$ cat config.mk
export PLATFORM = sky130hd
export DESIGN_NAME = cbd_timer_sched
export DESIGN_NICKNAME = d
export VERILOG_FILES = /design/src/rtl/cbd_timer_sched.sv
export SDC_FILE = /design/constraint.sdc
export NUM_CORES = 1
export LEC_CHECK = 0
export BUFFER_PORTS_ARGS = -buffer_cell sky130_fd_sc_hd__buf_2
export CORE_ASPECT_RATIO = 0.6
export CORE_MARGIN = 5
export CORE_UTILIZATION = 45
export CTS_BUF_LIST = sky130_fd_sc_hd__clkbuf_16
export CTS_CLUSTER_DIAMETER = 80
export DETAILED_ROUTE_END_ITERATION = 10
export PLACE_DENSITY = 0.75
export SLEW_MARGIN = 25
export SYNTH_ARGS = -nofsm -noshare
export SYNTH_HDL_FRONTEND = slang
export SYNTH_SLANG_ARGS = --single-unit
$ cat constraint.sdc
create_clock -name CLK -period 4.5 [get_ports CLK]
set_input_delay 1.35 -clock CLK [delete_from_list [all_inputs] [get_ports CLK]]
set_output_delay 1.35 -clock CLK [all_outputs]
set_load 0.005 [all_outputs]
$ cat src/rtl/cbd_timer_sched.sv
// cbd_timer_sched
// Shares one down-count timer between NREQ requesters. A round-robin
// arbiter grants one pending requester, loads its delay into the timer and
// decrements it on TICK-qualified cycles. When the count is exhausted the
// granted requester receives a one-cycle DONE pulse.
//
// Ports
//   CLK   rising-edge clock
//   CD    asynchronous active-high clear
//   TICK  count enable (EN && CAI of the counter datapath)
//   REQ   level request per requester, held until DONE
//   DLY   per-requester delay, DLY[i*WIDTH +: WIDTH], sampled at grant
//   GNT   one-hot registered grant
//   DONE  one-hot registered expiry pulse (one cycle)
//   BUSY  high whenever a grant is outstanding
//   CNT   current timer value
module cbd_timer_sched #(
  parameter int NREQ  = 4,
  parameter int WIDTH = 8
) (
  input  logic                  CLK,
  input  logic                  CD,
  input  logic                  TICK,
  input  logic [NREQ-1:0]       REQ,
  input  logic [NREQ*WIDTH-1:0] DLY,
  output logic [NREQ-1:0]       GNT,
  output logic [NREQ-1:0]       DONE,
  output logic                  BUSY,
  output logic [WIDTH-1:0]      CNT
);

  localparam int IW = (NREQ > 1) ? $clog2(NREQ) : 1;
  localparam logic [NREQ-1:0] ONE = NREQ'(1);

  typedef enum logic [1:0] {IDLE, COUNT, EXPIRE} state_t;

  state_t            state, state_n;
  logic [IW-1:0]     ptr, ptr_n;
  logic [IW-1:0]     gidx, gidx_n;
  logic [IW-1:0]     sel, cand, nxt;
  logic              sel_vld;
  int unsigned       idx;
  logic [WIDTH-1:0]  dly_sel;
  logic [NREQ-1:0]   gnt_n, done_n;
  logic [WIDTH-1:0]  cnt_n;

  // Round-robin pick: first asserted request at or after ptr, wrapping.
  always_comb begin
    sel     = '0;
    sel_vld = 1'b0;
    idx     = 0;
    cand    = '0;
    for (int unsigned k = 0; k < NREQ; k++) begin
      idx  = (32'(ptr) + k) % NREQ;
      cand = IW'(idx);
      if (!sel_vld && REQ[cand]) begin
        sel     = cand;
        sel_vld = 1'b1;
      end
    end
  end

  // Delay of the selected requester (mux keeps the part-select constant).
  always_comb begin
    dly_sel = '0;
    for (int unsigned i = 0; i < NREQ; i++) begin
      if (IW'(i) == sel) begin
        dly_sel = DLY[i*WIDTH +: WIDTH];
      end
    end
  end

  // Pointer value after serving (or aborting) the granted requester.
  assign nxt = (gidx == IW'(NREQ-1)) ? '0 : gidx + IW'(1);

  always_comb begin
    state_n = state;
    ptr_n   = ptr;
    gidx_n  = gidx;
    gnt_n   = GNT;
    done_n  = '0;
    cnt_n   = CNT;
    case (state)
      IDLE: begin
        if (sel_vld) begin
          gidx_n  = sel;
          gnt_n   = ONE << sel;
          cnt_n   = dly_sel;
          state_n = COUNT;
        end
      end
      COUNT: begin
        // Abort outranks expiry so a withdrawn requester never sees DONE.
        if (!REQ[gidx]) begin
          gnt_n   = '0;
          ptr_n   = nxt;
          state_n = IDLE;
        end else if (CNT == '0) begin
          done_n  = GNT;
          state_n = EXPIRE;
        end else if (TICK) begin
          cnt_n = CNT - WIDTH'(1);
        end
      end
      EXPIRE: begin
        gnt_n   = '0;
        ptr_n   = nxt;
        state_n = IDLE;
      end
      default: begin
        gnt_n   = '0;
        state_n = IDLE;
      end
    endcase
  end

  always_ff @(posedge CLK or posedge CD) begin
    if (CD) begin
      state <= IDLE;
      ptr   <= '0;
      gidx  <= '0;
      GNT   <= '0;
      DONE  <= '0;
      CNT   <= '0;
    end else begin
      state <= state_n;
      ptr   <= ptr_n;
      gidx  <= gidx_n;
      GNT   <= gnt_n;
      DONE  <= done_n;
      CNT   <= cnt_n;
    end
  end

  assign BUSY = (state != IDLE);

endmodule
==> results of run 1 <==
-- registers in the layout (all words and copies together) (netlist names) --
| name | flops |
|---|---|
| ptr | 2 |
| GNT | 4 |
| DONE | 4 |
| CNT | 8 |
| state | 2 |
| gidx | 2 |
-- logic make-up after synthesis --
kind of cell | share of synthesized area, %
multiplexers | 3.580
AO/OA/AOI/OAI | 30.43
buffers and inverters | 6.021
adder cells (fa/ha/maj) | 1.627
flip-flops | 35.80
AND/OR/NAND/NOR | 22.54
-- per-stage QoR --
step | power [mW] | utilization, % | setup WS [ps] | instance area [um^2] | hold slack, ps
2_1_floorplan | 0.8138 | - | 1767 | 1538 | 483.0
3_3_place_gp | 0.9786 | 55.71 | 1464 | 1818 | 494.1
3_5_place_dp | 0.9906 | 55.71 | 1430 | 1818 | 501.8
4_1_cts | 1.251 | 58.93 | 1646 | 1923 | 515.7
5_1_grt | 1.343 | 58.93 | 1437 | 1923 | 548.4
6_report | 1.247 | 58.93 | 1640 | 1923 | 514.6
-- synth_stat cells (3+ instances only) --
master | number | area [um^2]
sky130_fd_sc_hd__o21ai_0 | 7 | 35.03
sky130_fd_sc_hd__a221oi_1 | 4 | 35.03
sky130_fd_sc_hd__nand3_1 | 3 | 15.01
sky130_fd_sc_hd__buf_2 | 4 | 20.02
sky130_fd_sc_hd__a32oi_1 | 5 | 43.79
sky130_fd_sc_hd__nand2_1 | 14 | 52.55
sky130_fd_sc_hd__nor2b_1 | 5 | 31.28
sky130_fd_sc_hd__nor3_1 | 5 | 25.02
sky130_fd_sc_hd__nand3b_1 | 3 | 22.52
sky130_fd_sc_hd__dfrtp_1 | 22 | 550.5
sky130_fd_sc_hd__inv_1 | 11 | 41.29
sky130_fd_sc_hd__a21oi_1 | 8 | 40.04
sky130_fd_sc_hd__a22o_1 | 3 | 26.28
sky130_fd_sc_hd__o21a_1 | 3 | 22.52
sky130_fd_sc_hd__nor2_1 | 8 | 30.03
sky130_fd_sc_hd__nand2b_1 | 6 | 37.54
sky130_fd_sc_hd__and2_1 | 6 | 37.54
sky130_fd_sc_hd__o21ai_1 | 3 | 15.01
-- path summary, 6_finish.rpt --
check	start	to	slack (ps)
setup / recovery	REQ[0]	CNT[2]	1640
hold / removal	GNT[1]	DONE[1]	510
setup reg to reg	CNT[0]	CNT[2]	2290
hold reg to reg	GNT[1]	DONE[1]	510
max in group asynchronous	CD	CNT[3]	2740
min in group asynchronous	CD	DONE[0]	1250
-- worst max-delay path, cell delays in order --
cell	delay (ps)
sky130_fd_sc_hd__buf_2	140
sky130_fd_sc_hd__or4_1	560
sky130_fd_sc_hd__nand2_1	400
sky130_fd_sc_hd__nand2_1	190
sky130_fd_sc_hd__o221ai_1	260
sky130_fd_sc_hd__a21oi_1	80
-- layout make-up --
cell class | instances | area [um^2]
sequential | 22 | 550.5
multi-input combinational | 127 | 894.6
timing repair buffer | 55 | 275.3
fill | 299 | 1340
clock buffer | 3 | 75.07
inverter | 11 | 41.29
tap | 45 | 56.30
clock inverter | 1 | 30.03
-- where the power goes --
group          internal, mW  switching (mW)
Clock                 0.177          0.0717
Combinational         0.280           0.344
Sequential            0.273           0.101
Total                 0.730           0.517
-- layer usage --
layer / global-route usage, % / vias up
met4: 1.580 / 0
met3: 7.429 / 2
met1: 26.04 / 728
met2: 27.99 / 64
met5: 0 / -
li1: - / 732
==> impl.org, run 1 <==
** Clock tree
- Hold buffers post-CTS :: 0
- Clock Pin Slew Worst Setup and Hold Paths :: about 60 ps
- No sink is reached through more buffers than the 2 on the longest clock path.
- CTS built an H-tree with a depth of 1.
- Setup bufs post-CTS :: 0
- Clock sink count :: 22
- CTS Root Cell :: sky130_fd_sc_hd__clkbuf_16
- After clock tree synthesis, the repair step resized 0 gates.
- The number of clock buffers added by TritonCTS is 3.
- TritonCTS built the clock tree.
- Clock insertion delay at the later pin of the skew report :: approximately 250 ps

** Synthesis
- The Yosys step of the flow raised 0 warnings.
- Synthesis instantiated between 50 and 60 different standard cells from the library.
- The most used flip-flop cell after synthesis is sky130_fd_sc_hd__dfrtp_1.
- The synthesized design contains 22 register bits.
- Summing every instance area after synthesis gives around 1500 um^2.
- After technology mapping, the gate count stands at between 150 and 200.
- Average cell area after synthesis :: between 9 and 10 um^2
- Share of synthesized area occupied by flip-flops and latches :: 35.80%
- In the synthesized netlist the async set-or-reset flop fraction comes to 100.0%.
- In this run, synthesis inferred 0 flip-flops with an integrated enable.
- Synthesized Nets :: 211

** Global route
- Initial antenna violation count :: 0
- The number of global-route vias before repair was 1489.
- Summed over all layers, the global routing overflow is 0.
- First-pass GRT wire length :: a little over 7000 um
- Overall fraction of global-route tracks in use :: between 10% and 20%
- Entering global routing, the biggest net connects 23 pins.

** Detailed routing
- The first detailed-routing pass ran for 4 iterations.
- Wire segments on met2 add up to 1918 um in the final route.
- Initial drt markers :: about 130
- The highest layer touched by signal routing is met4.
- Dividing the detail-routed wire length by the instance count gives 16.23 um.
- Once detail routing completed, the nets flagged for antenna violations numbered 0.
- DRT Wirelength :: 4284 um
- Wire segments on met3 add up to 417 um in the final route.
- DRC :: 0
- Via density :: around 5.8
- The detailed router put a total of roughly 1900 um of wire on met1.
- The detailed router placed between 1500 and 2000 vias in this run.

** Floorplan
- The die covers around 4700 um^2.
- Measured along the y axis, the die boundary spans 55.28 um.
- Core Rows :: 16
- IO Count :: 56
- Width of the chip :: roughly 85 um
- Once the floorplan was initialized, standard cells occupied 47.12% of the core.
- The floorplan step defined a core boundary enclosing approximately 3300 um^2.

** Setup path
- Required time at the worst-slack endpoint :: about 4600 ps
- In this run the worst path has a maximum fanout of 16.
- Register-to-Register Path Depth :: 7
- Type of element launching the critical path :: primary input
- Kind of critical path :: in2reg
- Data arrival time of the critical path :: 2990 ps
- Critical path endpoint category :: register

** STA
- Final hold violation count :: 0
- Max Clk Rate :: approximately 0.35 GHz
- In this run the tightest slew margin relative to its limit is around 45%.
- At the pin with the least slew margin, the transition time is about 800 ps.
- Part of the cycle the worst path needs :: 63.56%
- Period minus WS final :: 2860 ps
- Max-slew violations :: 0
- Setup violations, final :: 0
- Setup repair after global routing missed its margin :: no
- In the final timing run, aggregate negative setup slack is 0 ps.
- Between clock sinks in the finished design, the worst skew comes to 1.013 ps.

** Cells and area
- Number of non-filler instances in the completed layout :: approximately 260
- NumNets Final :: around 260
- Layout-stage area growth over the synthesis result :: 25.06%
- Most used cells in the layout excluding fill and tap cells :: sky130_fd_sc_hd__buf_2 (55), sky130_fd_sc_hd__dfrtp_1 (22), sky130_fd_sc_hd__nand2_1 (14), sky130_fd_sc_hd__inv_1 (11)
- Number of antenna repair diodes :: 0
- The post-route netlist has between 30% and 40% of its cells at a drive strength greater than 1.
- Leaving out fill and tap cells, the most frequent cell in the layout is sky130_fd_sc_hd__buf_2.

** Placement
- I/O Buffers :: 55
- Including well taps, the total number of placed cells is 260.
- At the end of routability-driven placement, the weighted congestion stood at 0.8987.
- HPWL reported at the end of detailed placement :: around 3300 um

** Status
- The flow ran to the end, and the final reports show no timing, DRC or antenna violations.

** Power
- IR analysis of the VDD net gives a maximum drop of between 200 and 250 uV.
- Summed over all cells, the static leakage comes to roughly 0.9 nW.
- Dividing total power by cell area gives a power density of 648.3 nW/um^2.

** Min path
- Min-delay worst type :: reg2reg
- Along the worst hold path, the cell count comes to 1.

** Job
- Max-Cap Viols :: 0
(Power assumes the default switching activity.)
==> run 2: changes to the inputs <==
- CORE_UTILIZATION: 45 -> 44
- PLACE_DENSITY: 0.75 -> 0.76
- clock period: 4.5 -> 2.4 ns (I/O delays scaled with it)
==> run 2 against run 1 <==
  * Cell count increased by 1.1%
  * Critical path depth rose by 1
  * Worst hold slack worse by 25 ps
==> impl.org, run 2 (synthesis results as in run 1) <==
** Cells and area
- The net count of the finished layout came to 264 (+1.1%).
- Most used cells in the layout excluding fill and tap cells :: sky130_fd_sc_hd__buf_2 (55), sky130_fd_sc_hd__dfrtp_1 (22), sky130_fd_sc_hd__nand2_1 (14), sky130_fd_sc_hd__inv_1 (11)
- Leaving out fill and tap cells, the most frequent cell in the layout is sky130_fd_sc_hd__buf_2.
- Layout-stage area growth over the synthesis result :: 26.53%
- The number of filler instances in the final layout is 295 (-1.3%).
- Largest regs :: CNT x8, DONE x4, GNT x4
- The fraction of final layout cells sized beyond drive strength 1 is 35.59% (+0.88 points).
- Number of antenna repair diodes :: 0 (unchanged)
- Post-route cell area :: 1946 um^2 (+1.2%)
- Flip-flop count of the largest register after layout :: 8 (unchanged)
- Most flop-heavy register :: CNT

** Power
- Proportion of power drawn by combinational gates :: 50.4% (+0.4 points)
- Switching share of power :: 40.88% (-0.59 points)
- Worst IR Drop VDD :: 538.4 uV (+130%)
- The power share of the clock group is 19.9% (about the same).
- Power, Total :: 2.353 mW (+89%)
- The cell-internal power came to 1.391 mW (+91%).
- The power share of the sequential group was 29.7% (-0.4 points).
- Power density over cell area :: 1209 nW/um^2 (+87%)
- Total net switching power :: 962.0 uW (+86%)
- Static power due to leakage :: 0.9173 nW (+1.6%)

** Floorplan
- IO Count :: 56 (unchanged)
- Die Footprint :: 4816 um^2 (+1.9%)
- Height of the chip :: 55.79 um (+0.92%)
- The placeable core region came to 3303 um^2 (+1.2%).
- The floorplan row count is 16 (unchanged).
- Effective utilization at floorplan :: 46.55% (-0.57 points)
- Width of the chip :: 86.32 um (+1.0%)

** STA
- Maximum clock skew at final layout :: 5.490 ps (+4.476 ps)
- The worst slew slack as a fraction of its limit came to 54.20% (+9.1 points).
- Worst Tran Pin Value :: 684.0 ps (-138.0 ps)
- Dividing the final minimum period by the clock period gives approximately nine tenths.
- Setup repair after global routing missed its margin :: no
- Worst Setup Slack, final :: 215.2 ps (-1424 ps)
- The total setup violations reported at the end of the flow came to 0 (unchanged).
- Final hold violation count :: 0 (unchanged)
- The final max-slew violation count is 0 (unchanged).
- Period minus WS final :: roughly 2200 ps
- The worst-case hold slack came to 489.1 ps (-25.47 ps).
- Max Clk Rate :: 0.4577 GHz
- Setup TNS :: 0 ps (unchanged)

** Placement
- The half-perimeter wire length after detailed placement is 3199 um (-2.8%).
- Dpl cell area :: 1841 um^2 (+1.2%)
- The total of buffers placed on input and output ports was 55 (unchanged).
- The final RePlAce weighted congestion is 0.8237 (-8.3%).
- Worst slack at placement :: 146.5 ps (-1283 ps)

** Setup path
- Critical Path, Cell by Cell :: inv_1 -> ha_1 -> or3b_2 -> o2111ai_4 -> nand2_1 -> o221ai_1 -> a21oi_1
- In this run the critical register-to-register path is launched from CNT[0].
- Required time at the worst-slack endpoint :: 2530 ps (-2100 ps)
- On the critical path the largest part of the delay comes from simple AND/OR/NAND/NOR gates.
- Data arrival time of the critical path :: 2320 ps (-670 ps)
- The internal reg-to-reg setup slack came to 220 ps (-2070 ps).
- Critical path endpoint category :: register
- Type of element launching the critical path :: register
- For this design, the slowest cell found on the critical path is sky130_fd_sc_hd__or3b_2.
- In this run the critical register-to-register path is captured at CNT[2].
- Delay of the slowest cell on the worst path :: 530 ps (-30 ps)
- The peak fanout along the critical path came to 10 (-6).
- The critical path is of the reg2reg type.
- The cell count of the worst reg-to-reg path came to 7 (unchanged).
- Worst path bufs/invs :: 1 (unchanged)

** Clock tree
- The total CTS buffers came to 3 (unchanged).
- TritonCTS clock tree :: built
- Hold buffers post-CTS :: 0 (unchanged)
- The clock-pin transition on the worst setup and hold timing paths came to 60 ps (about the same).
- H-tree level count :: 1 (unchanged)
- The number of setup buffers added after CTS is 0 (unchanged).
- The insertion delay to the later sink of the worst-skew pair came to 260 ps (about the same).
- The number of sinks handled by clock tree synthesis came to 22 (unchanged).
- Clock tree synthesis selected as its root buffer the cell sky130_fd_sc_hd__clkbuf_16.
- Count of instances resized after the clock tree is built :: 0 (unchanged)
- The maximum root-to-sink buffer count was 2 (unchanged).

** Detailed routing
- The via density per instance is 5.712 (-1.2%).
- The count of TritonRoute iterations in the first routing pass came to 4 (unchanged).
- The DRC marker count from the first detailed-route iteration came to 116 (-7.2%).
- The sum of routed wire length over all layers came to 4131 um (-3.6%).
- Per-cell routed wire length :: 15.47 um (-4.7%)
- The via total after detailed routing was 1525 (-0.066%).
- DRC :: 0 (unchanged)
- The number of antenna-violating nets in the routed design came to 0 (unchanged).

** Job
- Max-Cap Viols :: 0 (unchanged)

** Global route
- The remaining global-route overflow is 0 (unchanged).
- The number of global-route vias before repair is 1476 (-0.87%).
- First-pass GRT wire length :: 6886 um (-3.7%)
- Initial antenna violation count :: 0 (unchanged)
- The global-route usage over all layers came to 17.61% (-0.94 points).
- The pin count of the biggest net entering global routing is 23 (unchanged).

** Status
- Status :: finished clean

** Min path
- Min-delay worst type :: in2async
-- run 2: changes by cell type in the layout (fill, tap and decap cells not counted) --
cell and delta:
sky130_fd_sc_hd__buf_4 +3
-- run 2: power by group through the flow --
stage	combinational [mW]	clock [mW]	sequential, mW
global route	1.32	0.489	0.727
floorplan	0.884	0	0.642
detailed placement	1.17	0	0.703
finish	1.19	0.468	0.698
CTS	1.19	0.474	0.696
global placement	1.16	0	0.693
-- run 2: tightest hold or removal path, cell delays in order --
cell,delay (ps)
sky130_fd_sc_hd__buf_2,90
sky130_fd_sc_hd__inv_1,40
sky130_fd_sc_hd__buf_4,280
-- run 2: metal layers --
layer	routed length, um	global-route usage, %	vias to the layer above
met5	0	0	-
met4	0	1.333	0
met3	356	4.142	0
met2	1804	27.34	63
met1	1970	25.84	713
li1	-	-	749
-- run 2: final cells by class --
type / count / area, um^2 / area share, %
Sequential cell: 22 / 550.5 / 28.30
Inverter: 11 / 41.29 / 2.122
Tap cell: 45 / 56.30 / 2.894
Timing Repair Buffer: 58 / 297.8 / 15.31
Clock buffer: 3 / 75.07 / 3.859
Multi-Input combinational cell: 127 / 894.6 / 45.98
Clock inverter: 1 / 30.03 / 1.543
-- run 2: worst max-delay path by stage --
stage                       from      to  slack (ps)  cells after the start
after CTS                 CNT[0]  CNT[2]         240                      7
after detailed placement  REQ[3]  ptr[0]         150                      4
after global routing      CNT[0]  CNT[2]          90                      7
after floorplan           REQ[1]  ptr[0]         300                      4
after global placement    REQ[3]  ptr[1]         200                      4
final                     CNT[0]  CNT[2]         220                      7
-- run 2: per-stage QoR --
step / utilization (%) / instances
2_1_floorplan: - / 170
5_1_grt: 58.90 / 267
4_1_cts: 58.90 / 267
3_3_place_gp: 55.72 / 263
3_5_place_dp: 55.72 / 263
6_report: 58.90 / 267
